**config.mk**
```make
export PLATFORM = sky130hd
export DESIGN_NAME = fifo_push_arbiter
export DESIGN_NICKNAME = d
export VERILOG_FILES = /design/src/rtl/fifo_push_arbiter_pkg.sv /design/src/rtl/fifo_push_arbiter_picker.sv /design/src/rtl/fifo_push_arbiter.sv
export SDC_FILE = /design/constraint.sdc
export NUM_CORES = 1
export LEC_CHECK = 0
export ABC_AREA = 0
export BUFFER_PORTS_ARGS = -buffer_cell sky130_fd_sc_hd__buf_2
export CAP_MARGIN = 20
export CORE_MARGIN = 8
export CORE_UTILIZATION = 46
export CTS_BUF_LIST = sky130_fd_sc_hd__clkbuf_16
export DETAILED_ROUTE_END_ITERATION = 16
export PLACE_DENSITY = 0.83
export SLEW_MARGIN = 20
export SYNTH_ARGS = -nofsm -noshare
export SYNTH_HDL_FRONTEND = slang
export SYNTH_SLANG_ARGS = --single-unit
```
**constraint.sdc**
```tcl
create_clock -name clk -period 2.45 [get_ports clk]
set_input_delay 0.49 -clock clk [delete_from_list [all_inputs] [get_ports clk]]
set_output_delay 0.49 -clock clk [all_outputs]
set_load 0.01 [all_outputs]
```
**src/rtl/fifo_push_arbiter_pkg.sv**
```systemverilog
// ---------------------------------------------------------------------------
// fifo_package
//   Shared definitions for the fifo block and its push-side arbiter.
//   DATA_WIDTH     : width of one fifo word (shared by fifo and arbiter)
//   ARB_N_REQ      : default requester count of fifo_push_arbiter
//   ARB_MAX_BURST  : default beats per ownership of fifo_push_arbiter
//   arb_state_e    : arbiter FSM state (IDLE searches, LOCKED keeps owner)
// ---------------------------------------------------------------------------
package fifo_package;

  localparam int DATA_WIDTH    = 8;

  localparam int ARB_N_REQ     = 4;
  localparam int ARB_MAX_BURST = 4;

  typedef enum logic {
    ARB_IDLE   = 1'b0,
    ARB_LOCKED = 1'b1
  } arb_state_e;

endpackage

```
**src/rtl/fifo_push_arbiter_picker.sv**
```systemverilog
// ---------------------------------------------------------------------------
// rr_priority_picker
//   Combinational round-robin search: returns the first set bit of req_i at
//   or after start_i, wrapping modulo N_REQ (N_REQ need not be a power of 2).
//   req_i       : request vector
//   start_i     : index with highest priority (must be < N_REQ)
//   sel_o       : selected index (equals start_i when nothing is requested)
//   any_valid_o : at least one request is set
// ---------------------------------------------------------------------------
module rr_priority_picker #(
  parameter int N_REQ = 4,
  parameter int IDX_W = $clog2(N_REQ)
) (
  input  logic [N_REQ-1:0] req_i,
  input  logic [IDX_W-1:0] start_i,
  output logic [IDX_W-1:0] sel_o,
  output logic             any_valid_o
);

  always_comb begin
    int idx;
    idx         = 0;
    sel_o       = start_i;
    any_valid_o = |req_i;
    // Walk distances from farthest to nearest so the nearest hit wins.
    for (int k = N_REQ - 1; k >= 0; k--) begin
      idx = int'(start_i) + k;
      if (idx >= N_REQ) begin
        idx = idx - N_REQ;
      end
      if (req_i[idx[IDX_W-1:0]]) begin
        sel_o = idx[IDX_W-1:0];
      end
    end
  end

endmodule

```
**src/rtl/fifo_push_arbiter.sv**
```systemverilog
// ---------------------------------------------------------------------------
// fifo_push_arbiter
//   Round-robin arbiter sharing the fifo push port among N_REQ requesters.
//   A winner keeps ownership for up to MAX_BURST beats so its words stay
//   contiguous in the fifo; afterwards it drops to lowest priority.
//   clk          : clock, rising edge
//   rst_n        : asynchronous active-low reset
//   req_valid_i  : per-requester push valid
//   req_data_i   : packed data, requester i at [i*DATA_WIDTH +: DATA_WIDTH]
//   req_grant_o  : per-requester grant, one-hot or zero
//   push_data_o  : data to fifo push port
//   push_valid_o : valid to fifo push port
//   push_grant_i : grant from fifo (not full)
//   owner_o      : current owner or selected requester
//   locked_o     : high while a burst owns the port
// ---------------------------------------------------------------------------
module fifo_push_arbiter
  import fifo_package::*;
#(
  parameter int N_REQ      = ARB_N_REQ,
  parameter int DATA_WIDTH = fifo_package::DATA_WIDTH,
  parameter int MAX_BURST  = ARB_MAX_BURST
) (
  input  logic                        clk,
  input  logic                        rst_n,
  input  logic [N_REQ-1:0]            req_valid_i,
  input  logic [N_REQ*DATA_WIDTH-1:0] req_data_i,
  output logic [N_REQ-1:0]            req_grant_o,
  output logic [DATA_WIDTH-1:0]       push_data_o,
  output logic                        push_valid_o,
  input  logic                        push_grant_i,
  output logic [$clog2(N_REQ)-1:0]    owner_o,
  output logic                        locked_o
);

  localparam int IDX_W = $clog2(N_REQ);
  localparam int CNT_W = $clog2(MAX_BURST + 1);

  arb_state_e       state_q, state_d;
  logic [IDX_W-1:0] rr_ptr_q, rr_ptr_d;
  logic [IDX_W-1:0] owner_q, owner_d;
  logic [CNT_W-1:0] beat_cnt_q, beat_cnt_d;

  logic [IDX_W-1:0]      sel;
  logic                  any_valid;
  logic [DATA_WIDTH-1:0] data_arr [N_REQ];

  logic                  push_valid;
  logic [IDX_W-1:0]      owner_sel;
  logic [DATA_WIDTH-1:0] push_data;
  logic                  locked;
  logic                  xfer;
  logic                  release_burst;

  function automatic logic [IDX_W-1:0] ptr_inc(input logic [IDX_W-1:0] p);
    if (p == IDX_W'(N_REQ - 1)) begin
      return '0;
    end
    return p + IDX_W'(1);
  endfunction

  for (genvar g = 0; g < N_REQ; g++) begin : g_unpack
    assign data_arr[g] = req_data_i[g*DATA_WIDTH +: DATA_WIDTH];
  end

  rr_priority_picker #(
    .N_REQ (N_REQ)
  ) u_picker (
    .req_i       (req_valid_i),
    .start_i     (rr_ptr_q),
    .sel_o       (sel),
    .any_valid_o (any_valid)
  );

  // State register
  always_ff @(posedge clk or negedge rst_n) begin
    if (!rst_n) begin
      state_q    <= ARB_IDLE;
      rr_ptr_q   <= '0;
      owner_q    <= '0;
      beat_cnt_q <= '0;
    end else begin
      state_q    <= state_d;
      rr_ptr_q   <= rr_ptr_d;
      owner_q    <= owner_d;
      beat_cnt_q <= beat_cnt_d;
    end
  end

  // Next-state logic
  assign xfer = push_valid && push_grant_i;

  always_comb begin
    state_d       = state_q;
    rr_ptr_d      = rr_ptr_q;
    owner_d       = owner_q;
    beat_cnt_d    = beat_cnt_q;
    release_burst = 1'b0;
    unique case (state_q)
      ARB_IDLE: begin
        if (xfer) begin
          if (MAX_BURST == 1) begin
            rr_ptr_d = ptr_inc(sel);
          end else begin
            state_d    = ARB_LOCKED;
            owner_d    = sel;
            beat_cnt_d = CNT_W'(1);
          end
        end
      end
      ARB_LOCKED: begin
        // A dropped valid ends the burst early; a full fifo just stalls it.
        if (!req_valid_i[owner_q]) begin
          release_burst = 1'b1;
        end else if (push_grant_i) begin
          if (beat_cnt_q == CNT_W'(MAX_BURST - 1)) begin
            release_burst = 1'b1;
          end else begin
            beat_cnt_d = beat_cnt_q + CNT_W'(1);
          end
        end
      end
      default: begin
        state_d = ARB_IDLE;
      end
    endcase
    if (release_burst) begin
      state_d    = ARB_IDLE;
      rr_ptr_d   = ptr_inc(owner_q);
      beat_cnt_d = '0;
    end
  end

  // Output logic
  always_comb begin
    push_valid = 1'b0;
    owner_sel  = rr_ptr_q;
    push_data  = '0;
    locked     = 1'b0;
    unique case (state_q)
      ARB_IDLE: begin
        push_valid = any_valid;
        if (any_valid) begin
          owner_sel = sel;
          push_data = data_arr[sel];
        end
      end
      ARB_LOCKED: begin
        push_valid = req_valid_i[owner_q];
        owner_sel  = owner_q;
        push_data  = data_arr[owner_q];
        locked     = 1'b1;
      end
      default: begin
        push_valid = 1'b0;
      end
    endcase

    // Outputs are forced quiet for the whole reset window, not just at the
    // edge, so a requester cannot see a grant while state is being cleared.
    push_valid_o = rst_n && push_valid;
    owner_o      = rst_n ? owner_sel : '0;
    push_data_o  = rst_n ? push_data : '0;
    locked_o     = rst_n && locked;

    req_grant_o = '0;
    if (push_valid_o && push_grant_i) begin
      req_grant_o[owner_o] = 1'b1;
    end
  end

endmodule

```
* Word level (Yosys, flattened, before mapping)
Index checks and enable logic that the tools add are counted.
Storage, ports and cells: input port bits 39, logic and storage cells 95, register bits after elaboration 8
Cells by class: bitwise operators 3, order comparisons 13, equality and inequality tests 6, mux-type cells 52, add/subtract/negate cells 9, reduce and logical (&&, ||, !) cells 8
Operators with widths (count):
- two-way mux 8 bit | 6
- binary-select mux 8 bit (select 2 bit) | 2
- two-way mux 2 bit | 12
- < comparator 2 x 3 -> 1 bit, second input constant | 6
- two-way mux 1 bit | 16
- case mux 8 bit (2 select lines) | 1
- greater-or-equal comparator 3 bit, second input constant | 5
- two-way mux 3 bit | 5
- binary-select mux 1 bit (select 2 bit) | 5
- subtractor 2 x 1 -> 2 bit, second input constant | 4
- adder 2 x 2 -> 3 bit, second input constant | 2
- inequality test 3 bit, second input constant | 2
- inverter 2 -> 3 bit | 2
- case mux 3 bit (2 select lines) | 1
- logical AND 1 bit | 5
- two-way mux 4 bit | 1
- case mux 2 bit (2 select lines) | 1
- AND reduction 4 bit | 1
- OR reduction 4 bit | 1
- adder 2 x 1 -> 3 bit, second input constant | 1
- adder 3 x 1 -> 3 bit, second input constant | 1
- equality test 3 x 2 -> 1 bit, second input constant | 1
- greater-or-equal comparator 2 x 3 -> 1 bit, second input constant | 1
- inequality test 3 x 1 -> 1 bit, second input constant | 1
- other kinds (8) | 8

* Depth between registers and ports, before layout
depth in word-level cells 17, mapped depth 7

* By module
From an unflattened synthesis, not the netlist that was laid out.
Unflattened totals: cell total of the unflattened synthesis 112, area, all modules 1153.6 um^2
Modules (own cells, without submodules):
- fifo_push_arbiter | cells each 96, area each 1053.5 um^2, times used 1, seq. area each 200.2 um^2
- rr_priority_picker | cells each 16, area each 100.1 um^2, times used 1, seq. area each 0.0 um^2

* Worst setup path after synthesis
No wires, ideal clock.
path kind input port to output port, start point in req_valid_i[3], end point out req_grant_o[3], stages 4, required time 1960 ps, data arrival time 1689 ps, path slack 271 ps, buffers on the path 0, cells stage by stage or4_1 -> mux2_4 -> and2_4 -> and4_1
On the way: word-level cells in the longest chain between the ends 14, elaborated cells on any way between the ends 27, those cells by class order compare (2); mux (21); reduce/logical (4)
RTL lines:
- start: declaration | line fifo_push_arbiter.sv:26 | input logic [N_REQ-1:0] req_valid_i,
- binary-select mux 1 bit (select 2 bit) | line fifo_push_arbiter_picker.sv:31 | if (req_i[idx[IDX_W-1:0]]) begin
- two-way mux 1 bit (implied by the code) | line fifo_push_arbiter_picker.sv:31
- two-way mux 2 bit (4 in a row) | line fifo_push_arbiter_picker.sv:31
- two-way mux 2 bit | line fifo_push_arbiter.sv:143 | if (any_valid) begin
- case mux 2 bit (2 select lines) | line fifo_push_arbiter.sv:140 | unique case (state_q)
- two-way mux 2 bit | line fifo_push_arbiter.sv:162 | owner_o = rst_n ? owner_sel : '0;
- < comparator 2 x 3 -> 1 bit (implied by the code) or greater-or-equal comparator 2 x 1 -> 1 bit (tied branches) | line fifo_push_arbiter.sv:168 | req_grant_o[owner_o] = 1'b1;
- logical AND 1 bit (implied by the code) | line fifo_push_arbiter.sv:168
- two-way mux 1 bit (implied by the code) | line fifo_push_arbiter.sv:168
- demux 1 bit (select 2 bit) | line fifo_push_arbiter.sv:168
- two-way mux 4 bit * | line fifo_push_arbiter.sv:167 | if (push_valid_o && push_grant_i) begin
- end: declaration | line fifo_push_arbiter.sv:28 | output logic [N_REQ-1:0] req_grant_o,
Every way passes the cells marked *; elsewhere a longest branch is shown, timed or not. The select of a mux whose other input is x is not followed.

* Final worst setup path
start point in req_valid_i[1], end point out req_grant_o[3]
Same word-level chain as after synthesis.

==> flow_summary.ini <==
[outcome]
status = finished clean

[grt]
antenna_found_initial = 0
grt_pass1_wl_um = 5380
grt_max_degree = 13
grtUsageTotal_pct = 15.6
grt_pass1_vias = 1201
grt.overflow.total = 0

[worst_setup_path]
critical_path_class = in2out
crit_fanout = 4
crit_arrival_ns = 1.94
cp.required_ns = 1.96
end_kind = output port
worstSetupStartpointType = input pin

[clock_tree]
numCtsBuffers = 3
h-tree-depth = 1
clock_sinks = 8
tritoncts = done
cts_buffer_depth = 2
clockRootBuffer = clkbuf_16
clkSlewWorstSetupHoldPaths_ns = 0.04
cts_hold_buf = 0
clock_latency_ns = 0.23

[routing]
wl_um = 3470
drc = 0
wl_per_cell_um = 17.0
drt_iter0_markers = 83
vias = 1213
via_per_inst = 5.95
ant_nets = 0
drt-pass1-iter-count = 4

[die]
die_w_um = 65.4
die_h_um = 65.4
fp.dieArea_um2 = 4270
fp-row-count = 18
fp.coreArea_um2 = 2390
top_level_ports = 55
initial_utilization_pct = 47.0

[pwr]
swShare_pct = 41.4
power_frac_clock_pct = 16.1
power.internal_mw = 0.995
p_seq_share_pct = 15.5
power_density_nw_per_um2 = 1070
pwr-share-comb_pct = 68.4
leakagePower_nw = 0.763
ir_drop_mv = 0.759
p_sw_mw = 0.704

[logic_synthesis]
synthArstFlopShare_pct = 100
synth_cells = 115
synth.top_cells.by_area = mux4_2 (18%), dfrtp_1 (18%), mux2i_1 (15%)
synth_nets = 157
synth_edf_count = 0
yosysWarnings = 0
ys_types = 35
synth_area_per_cell_um2 = 9.75
synth_top_area_share_pct = 18.1
synth_common_cells = mux2i_1 (17), nand2_1 (17), mux4_2 (9), o221ai_1 (9), dfrtp_1 (8)
synth_ff_type = dfrtp_1
synth_largest_area_cell = mux4_2
syn_area_um2 = 1120
seq_area_frac_synth_pct = 17.9
synth-seq-cells = 8

[worst_hold_path]
min_path_type = in2async

[timing]
layout_worst_path_cycle_share_pct = 99.0
final_max_slew_viol_count = 0
period_needed_ns = 2.43
whs_ns = 0.0962
fmax_mhz = 412
slew_headroom_pct = 77.3
tightest_slew_ns = 0.340
hold_viol_final = 0
clock_skew_ns = 0.00167
setup_viol = 0

[placement]
placed_cell_area_um2 = 1450
dp_hpwl_um = 2760
place.gp.congestion = 0.877
port_buffers = 54

[layout]
n_fill_cell = 186
syn_to_final_growth_pct = 41.3
post-route-cell-area_um2 = 1580
final_util_pct = 66.4
nets = 218
antennaDiodeCount = 0
drive_above_1_share_pct = 52.3

[job]
cap_violations = 0
placed cells by master (no fill, tap or decap), drive strengths merged:
cell     instances
nor2b            5
a2111o           1
or4              1
a31oi            1
nand2           17
mux4             9
o21ai            7
mux2i           17
ha               3
nor4bb           1
nor3             2
dfrtp            8
clkbuf           3
and2             6
nand2b           2
and4b            1
mux2             4
nand3            1
nand4            1
o221ai           9
a32o             1
and3             1
nor2             2
inv              3
a2bb2oi          1
a21oi            3
buf             62
and4             1
a31o             1
metrics by stage:
step	cells	worst slack [ns]	TNS [ns]	power, mW
after floorplan	115	0.271	0	1.04
after global placement	200	-0.00822	-0.00822	1.32
after detailed placement	200	-0.0703	-0.510	1.36
after CTS	203	-0.00526	-0.0105	1.66
after global routing	204	-0.00834	-0.0144	1.83
final	204	0.0240	0	1.70
cells by family (layout without fill, tap and decap cells):
kind of cell / after synthesis / count (layout) / share of synthesized area [%]
simple gates: 41 / 41 / 21.0
flops: 8 / 8 / 17.9
mux: 30 / 30 / 37.6
fa+ha+maj: 3 / 3 / 3.35
compound gates: 24 / 24 / 16.1
buf+inv: 9 / 68 / 4.13
final timing paths:
check                                                 end                       from  cells past startpoint  slack (ns)
worst max-delay path                       req_grant_o[3]             req_valid_i[1]                      6        0.02
min in group clk                beat_cnt_q[2]$_DFFE_PN0P_  beat_cnt_q[2]$_DFFE_PN0P_                      2        0.49
max in group asynchronous         rr_ptr_q[1]$_DFFE_PN0N_                      rst_n                      2        1.97
worst max register to register    rr_ptr_q[1]$_DFFE_PN0N_     owner_q[0]$_DFFE_PN0P_                      4        0.67
worst min-delay path               owner_q[1]$_DFFE_PN0P_                      rst_n                      1         0.1
worst min register to register  beat_cnt_q[2]$_DFFE_PN0P_  beat_cnt_q[2]$_DFFE_PN0P_                      2        0.49
critical path: stages:
cell and delay (ns):
buf_4 0.13, or4_4 0.57, mux2_4 0.28, and2_4 0.14, and4_1 0.18, buf_2 0.13
power by group through the flow:
stage	Clock [mW]	Sequential (mW)	Combinational, mW
5_1_grt	0.290	0.275	1.26
3_3_place_gp	0	0.254	1.07
4_1_cts	0.280	0.256	1.13
3_5_place_dp	0	0.258	1.10
2_1_floorplan	0	0.246	0.798
6_report	0.273	0.264	1.16
final cells by class:
cell class                      count  area, µm²  share of cell area (%)
Multi-Input combinational cell     98        918                    58.0
Tap cell                           30       37.5                    2.37
Clock buffer                        3       75.1                    4.74
Timing Repair Buffer               62        340                    21.5
Inverter                            3       11.3                   0.711
Sequential cell                     8        201                    12.7
layer usage:
metal  vias up  track usage (%)  part of all wire, %
met1       585             17.1                   40
li1        575                -                    -
met2        49             27.4                   51
met4         0             8.72                  1.4
met5         -                0                    0
met3         4             3.40                  8.4
registers in the layout, summed over array words and instances (netlist names):
signal      cells
state_q         1
beat_cnt_q      3
rr_ptr_q        2
owner_q         2
timing repair:
item,CTS,global route
pin swaps,0,8
setup buffers,0,1
endpoints found under the setup margin,11,11
gates resized for setup,3,7
No activity file was read; power rests on OpenSTA's default activity.
